<file path="src/rtl/pokey_wr_sched.sv">
// pokey_wr_sched: shares the POKEY register port between CPU and a paced write queue.
// Optional build macro POKEY_WR_SCHED_CPU_PRIO_EN: CPU always wins ties (else round-robin).

module pokey_wr_sched #(
  parameter int DEPTH = 8,
  parameter int GAP   = 2
) (
  input  logic                    clk_i,
  input  logic                    rst_n_i,
  input  logic [3:0]              cpu_adr_i,
  input  logic [7:0]              cpu_dat_i,
  input  logic                    cpu_we_i,
  input  logic                    cpu_stb_i,
  output logic                    cpu_ack_o,
  output logic [7:0]              cpu_dat_o,
  input  logic [3:0]              q_adr_i,
  input  logic [7:0]              q_dat_i,
  input  logic                    q_valid_i,
  output logic                    q_ready_o,
  output logic [3:0]              pk_adr_o,
  output logic [7:0]              pk_dat_o,
  output logic                    pk_we_o,
  output logic                    pk_stb_o,
  input  logic [7:0]              pk_dat_i,
  output logic [$clog2(DEPTH):0]  q_level_o,
  output logic                    busy_o
);

  localparam int AW = $clog2(DEPTH);

  typedef logic [AW:0]   lvl_t;
  typedef logic [AW-1:0] ptr_t;

  localparam lvl_t       FULL   = lvl_t'(DEPTH);
  localparam logic [3:0] GAP_LD = 4'(GAP);

  typedef enum logic [1:0] {
    IDLE,
    CPU,
    QWR
  } state_t;

  state_t     state_q;
  state_t     state_d;

  logic [3:0] adr_mem [DEPTH];
  logic [7:0] dat_mem [DEPTH];
  ptr_t       wr_q;
  ptr_t       rd_q;
  lvl_t       lvl_q;
  logic [3:0] gap_q;

  logic [3:0] adr_q;
  logic [7:0] dat_q;
  logic       we_q;

  logic       q_pend;
  logic       gnt_cpu;
  logic       gnt_q;
  logic       push;
  logic       pop;

  assign q_pend = (lvl_q != '0) && (gap_q == '0);

`ifdef POKEY_WR_SCHED_CPU_PRIO_EN
  assign gnt_cpu = cpu_stb_i;
`else
  // last_q=1 means the queue won the previous grant
  logic last_q;

  assign gnt_cpu = cpu_stb_i && (!q_pend || last_q);

  // remember who was granted last so ties alternate
  always_ff @(posedge clk_i or negedge rst_n_i) begin
    if (!rst_n_i) begin
      last_q <= 1'b1;
    end else if (state_q == IDLE) begin
      if (gnt_cpu) begin
        last_q <= 1'b0;
      end else if (q_pend) begin
        last_q <= 1'b1;
      end
    end
  end
`endif

  assign gnt_q = q_pend && !gnt_cpu;

  // next-state: bus cycles last one clock, then back to IDLE
  always_comb begin
    state_d = state_q;
    unique case (state_q)
      IDLE: begin
        if (gnt_cpu) begin
          state_d = CPU;
        end else if (gnt_q) begin
          state_d = QWR;
        end
      end
      CPU:     state_d = IDLE;
      QWR:     state_d = IDLE;
      default: state_d = IDLE;
    endcase
  end

  // state register
  always_ff @(posedge clk_i or negedge rst_n_i) begin
    if (!rst_n_i) begin
      state_q <= IDLE;
    end else begin
      state_q <= state_d;
    end
  end

  // capture the granted access; pk_adr/pk_dat hold it afterwards
  always_ff @(posedge clk_i or negedge rst_n_i) begin
    if (!rst_n_i) begin
      adr_q <= '0;
      dat_q <= '0;
      we_q  <= 1'b0;
    end else if (state_q == IDLE) begin
      if (gnt_cpu) begin
        adr_q <= cpu_adr_i;
        dat_q <= cpu_dat_i;
        we_q  <= cpu_we_i;
      end else if (gnt_q) begin
        adr_q <= adr_mem[rd_q];
        dat_q <= dat_mem[rd_q];
      end
    end
  end

  assign push = q_valid_i && q_ready_o;
  assign pop  = (state_q == QWR);

  // FIFO storage; contents are dropped by resetting the pointers
  always_ff @(posedge clk_i) begin
    if (push) begin
      adr_mem[wr_q] <= q_adr_i;
      dat_mem[wr_q] <= q_dat_i;
    end
  end

  // pointers wrap naturally at the power-of-two depth
  always_ff @(posedge clk_i or negedge rst_n_i) begin
    if (!rst_n_i) begin
      wr_q <= '0;
      rd_q <= '0;
    end else begin
      if (push) begin
        wr_q <= wr_q + 1'b1;
      end
      if (pop) begin
        rd_q <= rd_q + 1'b1;
      end
    end
  end

  // explicit occupancy so full and empty never alias
  always_ff @(posedge clk_i or negedge rst_n_i) begin
    if (!rst_n_i) begin
      lvl_q <= '0;
    end else begin
      unique case ({push, pop})
        2'b10:   lvl_q <= lvl_q + 1'b1;
        2'b01:   lvl_q <= lvl_q - 1'b1;
        default: lvl_q <= lvl_q;
      endcase
    end
  end

  // pacing counter: reloaded by each queued write, counts down always
  always_ff @(posedge clk_i or negedge rst_n_i) begin
    if (!rst_n_i) begin
      gap_q <= '0;
    end else if (state_q == QWR) begin
      gap_q <= GAP_LD;
    end else if (gap_q != '0) begin
      gap_q <= gap_q - 1'b1;
    end
  end

  assign q_ready_o = rst_n_i && (lvl_q != FULL);
  assign q_level_o = lvl_q;
  assign busy_o    = (lvl_q != '0) || (state_q != IDLE);

  assign cpu_ack_o = (state_q == CPU);
  assign cpu_dat_o = cpu_ack_o ? pk_dat_i : '0;

  assign pk_stb_o  = (state_q != IDLE);
  assign pk_we_o   = ((state_q == CPU) && we_q) || (state_q == QWR);
  assign pk_adr_o  = adr_q;
  assign pk_dat_o  = dat_q;

endmodule
</file>
<file path="config.mk">
export PLATFORM = sky130hd
export DESIGN_NAME = pokey_wr_sched
export DESIGN_NICKNAME = d
export VERILOG_FILES = /design/src/rtl/pokey_wr_sched.sv
export SDC_FILE = /design/constraint.sdc
export NUM_CORES = 1
export LEC_CHECK = 0
export ABC_CLOCK_PERIOD_IN_PS = 3400
export CAP_MARGIN = 20
export CORE_AREA = 8 8 123 125
export CTS_CLUSTER_DIAMETER = 60
export DETAILED_ROUTE_END_ITERATION = 16
export DIE_AREA = 0 0 131 133
export HOLD_SLACK_MARGIN = 0.1
export SETUP_SLACK_MARGIN = 0.1
export SYNTH_ARGS = -nofsm -noshare
export SYNTH_HDL_FRONTEND = slang
export SYNTH_SLANG_ARGS = --single-unit
export TNS_END_PERCENT = 10
</file>
<file path="constraint.sdc">
create_clock -name clk_i -period 3.4 [get_ports clk_i]
set_input_delay 0.51 -clock clk_i [delete_from_list [all_inputs] [get_ports clk_i]]
set_output_delay 0.51 -clock clk_i [all_outputs]
set_load 0.05 [all_outputs]
</file>
* After elaboration in Yosys (flattened, before gate mapping)
Memory sizes are Yosys's and may differ from the RTL's. Cells that the tools add are included.
Cells by class: muxes and demuxes 15, reduce and logical (&&, ||, !) cells 23, add/subtract/negate cells 5, equal/unequal tests 6
Operator list (number):
- $mux 8 | 3
- $mux 4 | 4
- $reduce_bool 2->1 | 5
- $pmux 4 s2 | 1
- $reduce_bool 4->1 | 2
- $sub 4x1->4 const B | 2
- $add 3x1->3 const B | 2
- $logic_and 1x1->1 | 6
- $mux 2 | 3
- $reduce_and 2->1 | 3
- $add 4x1->4 const B | 1
- $eq 2x1->1 const B | 2
- $eq 2x2->1 const B | 2
- $logic_not 4->1 | 1
- $mux 1 | 4
- $ne 4x4->1 const B | 1
- $logic_or 1x1->1 | 3
- $ne 3x3->1 const B | 1
- $logic_not 1->1 | 2
- $logic_not 2->1 | 1
Storage, ports and cells: memories 2, bits of input ports 37, logic and storage cells 60, memory bits (writable) 96, output and inout port bits 29, register bits 30
Memory list:
- dat_mem | depth 8, width 8, rd ports 1, clocked after Yosys merged registers in 0, write ports 1, line 47 | logic [7:0] dat_mem [DEPTH];
- adr_mem | depth 8, width 4, rd ports 1, clocked after Yosys merged registers in 0, write ports 1, line 46 | logic [3:0] adr_mem [DEPTH];

* Longest topological paths before layout
depth in word-level cells 10, mapped depth 11, depth with buffers taken out 10

* Least setup slack after synthesis
No wires, ideal clock.
kind register -> register, start point register lvl_q[1] (netlist: q_level_o[1]), end point memory adr_mem[0][0] (enable), library setup time 0.396 ns, cell stages (with the launch flop) 6, path slack 0.636 ns, arrival 2.368 ns, path buffers 1, clock period less this slack 2.764 ns, required time 3.004 ns, cell sequence dfrtp_1 -> or4b_1 -> and3_1 -> buf_6 -> or2b_1 -> nor3_1
On the way: cells in the longest elaborated chain, start to end 5
Ends and longest elaborated chain:
- start: declaration | line 50 | lvl_t lvl_q;
- start signal: assignment | line 165 | 2'b10: lvl_q <= lvl_q + 1'b1;
- start signal: assignment | line 166 | 2'b01: lvl_q <= lvl_q - 1'b1;
- start signal: assignment | line 167 | default: lvl_q <= lvl_q;
- $ne 4x4->1 | line 183 | assign q_ready_o = rst_n_i && (lvl_q != FULL);
- $logic_and 1x1->1 | line 183
- $logic_and 1x1->1 | line 133 | assign push = q_valid_i && q_ready_o;
- $mux 1 | line 138 | if (push) begin
- $mux 1 (not written as such) | line 139 | adr_mem[wr_q] <= q_adr_i;
- end: declaration | line 46
No other way between the ends.

* Worst setup path after layout
start point register state_q[1], end point output port cpu_dat_o[7]
On the way: cells in the longest elaborated chain, start to end 2
Ends and longest elaborated chain:
- start: declaration | line 43 | state_t state_q;
- start signal: assignment | line 111 | state_q <= state_d;
- $eq 2x1->1 | line 187 | assign cpu_ack_o = (state_q == CPU);
- $mux 8 | line 188 | assign cpu_dat_o = cpu_ack_o ? pk_dat_i : '0;
- end: declaration | line 15 | output logic [7:0] cpu_dat_o,
No other way between the ends.

==> flow_summary.yaml <==
timing:
  hold_violations: 0
  fin_crit_ps: 2790
  whs_ps: 483
  max_freq_ghz: 0.359
  rsz0062_at_grt: "false"
  finClkSkew_ps: 7.69
  finalCritPeriodShare: 0.820
  slew_violations: 0
  max_slew.worst_pin.slew_ps: 835
  slew_headroom: 0.443
  setup-violations-final: 0
  setup_tns_ps: 0
route:
  dr_wl_met3_um: 864
  drc_errors: 0
  avgViaCountPerCell: 5.18
  dr_wl_met2_um: 5190
  dr_total_vias: 2961
  wl_per_cell_um: 19.4
  drt_first_pass_iters: 4
  topRoutingLayerUsed: "met4"
  ant_nets: 0
  met1_length_um: 4950
  totalWireLength_um: 11100
  drt_iter0_drc: 145
worst_setup_path:
  cp_max_fo: 10
  critical_path_arrival_ps: 2280
  end_kind: "primary output"
  path_class: "reg2out"
  crit_required_ps: 2890
  max_stage_delay_ps: 810
  cp_num_buf_inv: 1
  critical-path-top-delay-family: "buffers and inverters"
  crit_chain: "nor2b_1 -> and2_1 -> clkdlybuf4s50_1"
  slowest_stage: "clkdlybuf4s50_1"
  cp-start-kind: "register"
synthesis:
  yosysMostFrequentCell: "edfxtp_1"
  synthCells: 299
  synth_commonest_cells: "edfxtp_1, dfrtp_1, mux4_2"
  synth_mux_area_frac: 0.111
  avgSynthCellArea_um2: 17.7
  synth-xor-area-share: 0.0199
  synthArstFlopShare: 0.238
  syn_nets: 342
  synthSimpleGateAreaFrac: 0.0657
  synth-edff-count: 96
  yosys_register_bits: 126
  yosysTopAreaCell: "edfxtp_1"
  synth_adder_area_share: 0.0142
  synth_area_leaders: "edfxtp_1, dfrtp_1, mux4_2, a211oi_2, o2bb2ai_1"
  netlist_area_um2: 5290
  synth_top_family_by_area: "multiplexers"
  synth_compound_area_frac: 0.0783
  yosysWarnings: 0
  ys_seq_area_frac: 0.687
  synth-main-ff-cell: "edfxtp_1"
  synth_cell_types: 40
  synth_top_area_frac: 0.545
placed_design:
  place.port_buffers: 65
  gp_congestion: 0.809
  dp_hpwl_um: 7270
die:
  start_util: 0.404
  die_h_um: 133
  dieWidth_um: 131
  row_count: 42
  design.core.area_um2: 13100
  io_pins: 66
  die_area_um2: 17400
outcome:
  status: "finished clean"
global_route:
  grt_pass1_wl_um: 17100
  grt_overflow: 0
  grt_max_degree: 32
  grt_pass1_vias: 3007
  antenna_found_initial: 0
  grt_usage: 0.135
clock_tree:
  post_cts_resized: 0
  post_cts_buffers: 0
  clk_latency_ps: 410
  cts-root-buf: "clkbuf_16"
  clock_tree.htree_level_count: 4
  clkSinkCount: 126
  cts_buffer_depth: 2
  hold_buffers: 0
  cts_tree: "yes"
  cts_buffers: 17
  path_clk_slew_ps: 60
cells_and_area:
  diodes: 0
  drive_gt1_frac: 0.230
  fin_nets: 426
  area_delta_synth_final_pct: 28.5
  nFillCells: 1038
hold_path:
  hold_path_class: "reg2reg"
flow_run:
  max_cap_viol_count: 0
power_and_ir_drop:
  power_per_cell_area_nw_per_um2: 905
  peakVddDrop_mv: 0.390
  leakage_nw: 2.36
==> cell families after synthesis <==
logic type / Yosys count
compound gates: 46
xor+xnor: 12
fa+ha+maj: 6
buf+inv: 21
flops: 126
mux: 28
simple gates: 60
==> metrics by stage <==
stage	total power, W	util	std cells	instance area (µm²)	worst slack [ps]
final	0.00615	0.520	572	6800	612
after floorplan	0.00373	-	299	5290	636
after global routing	0.00646	0.520	572	6800	454
after CTS	0.00622	0.520	572	6800	584
after global placement	0.00436	0.474	540	6200	759
after detailed placement	0.00439	0.474	540	6200	724
==> layout by cell type, fill, tap and decap left out, types with 2 or more instances in the layout <==
cell type / n
mux2_2: 2
o2bb2ai_1: 12
edfxtp_1: 96
clkbuf_1: 2
xor2_1: 5
ha_1: 6
nand2b_1: 6
clkdlybuf4s50_1: 64
clkbuf_16: 17
inv_6: 2
dfrtp_1: 29
xnor2_1: 7
nand2_1: 7
nor2b_1: 14
nor3_2: 2
clkinv_4: 4
clkinv_2: 2
clkinvlp_4: 2
a21oi_1: 3
and2_1: 9
mux4_2: 24
nor2_1: 13
a211oi_2: 9
a211oi_1: 4
inv_1: 4
o211ai_1: 12
buf_4: 17
bufinv_16: 3
==> metal layers <==
| layer | vias to the layer above | GRT usage |
|---|---|---|
| met1 | 1507 | 0.172 |
| met4 | 0 | 0.0568 |
| met5 | - | 0 |
| met3 | 12 | 0.0466 |
| li1 | 1343 | - |
| met2 | 99 | 0.204 |
==> final timing paths <==
check,startpoint,end,slack (ps),depth (start not counted)
worst max-delay path,state_q[1],cpu_dat_o[7],610,3
worst min-delay path,pk_dat_o[1],pk_dat_o[1],480,1
worst max register to register,q_level_o[2],q_level_o[2],810,10
worst min register to register,pk_dat_o[1],pk_dat_o[1],480,1
max in group asynchronous,rst_n_i,last_q,2510,2
min in group asynchronous,rst_n_i,wr_q[2],560,2
==> final cells by class <==
class	count	area, µm²	share of cell area
clock buffer	19	433	0.0637
clock inverter	13	168	0.0247
inverter	4	15.0	0.00221
multi-input combinational	152	1540	0.227
sequential	126	3630	0.534
tap	176	220	0.0324
timing repair buffer	82	788	0.116
==> registers in the layout (all words and copies together) (netlist names), 2 cells and up <==
register and count:
adr_mem 32, gap_q 4, state_q 2, rd_q 3, q_level_o 4, dat_mem 64, pk_dat_o 8, pk_adr_o 4
wr_q 3
==> where the power goes <==
part	internal [W]	total, W	switching [W]
logic	0.000932	0.00215	0.00122
clock network	0.00116	0.00182	0.000659
registers	0.00194	0.00219	0.000252
total	0.00403	0.00615	0.00213
(Power assumes the default switching activity.)
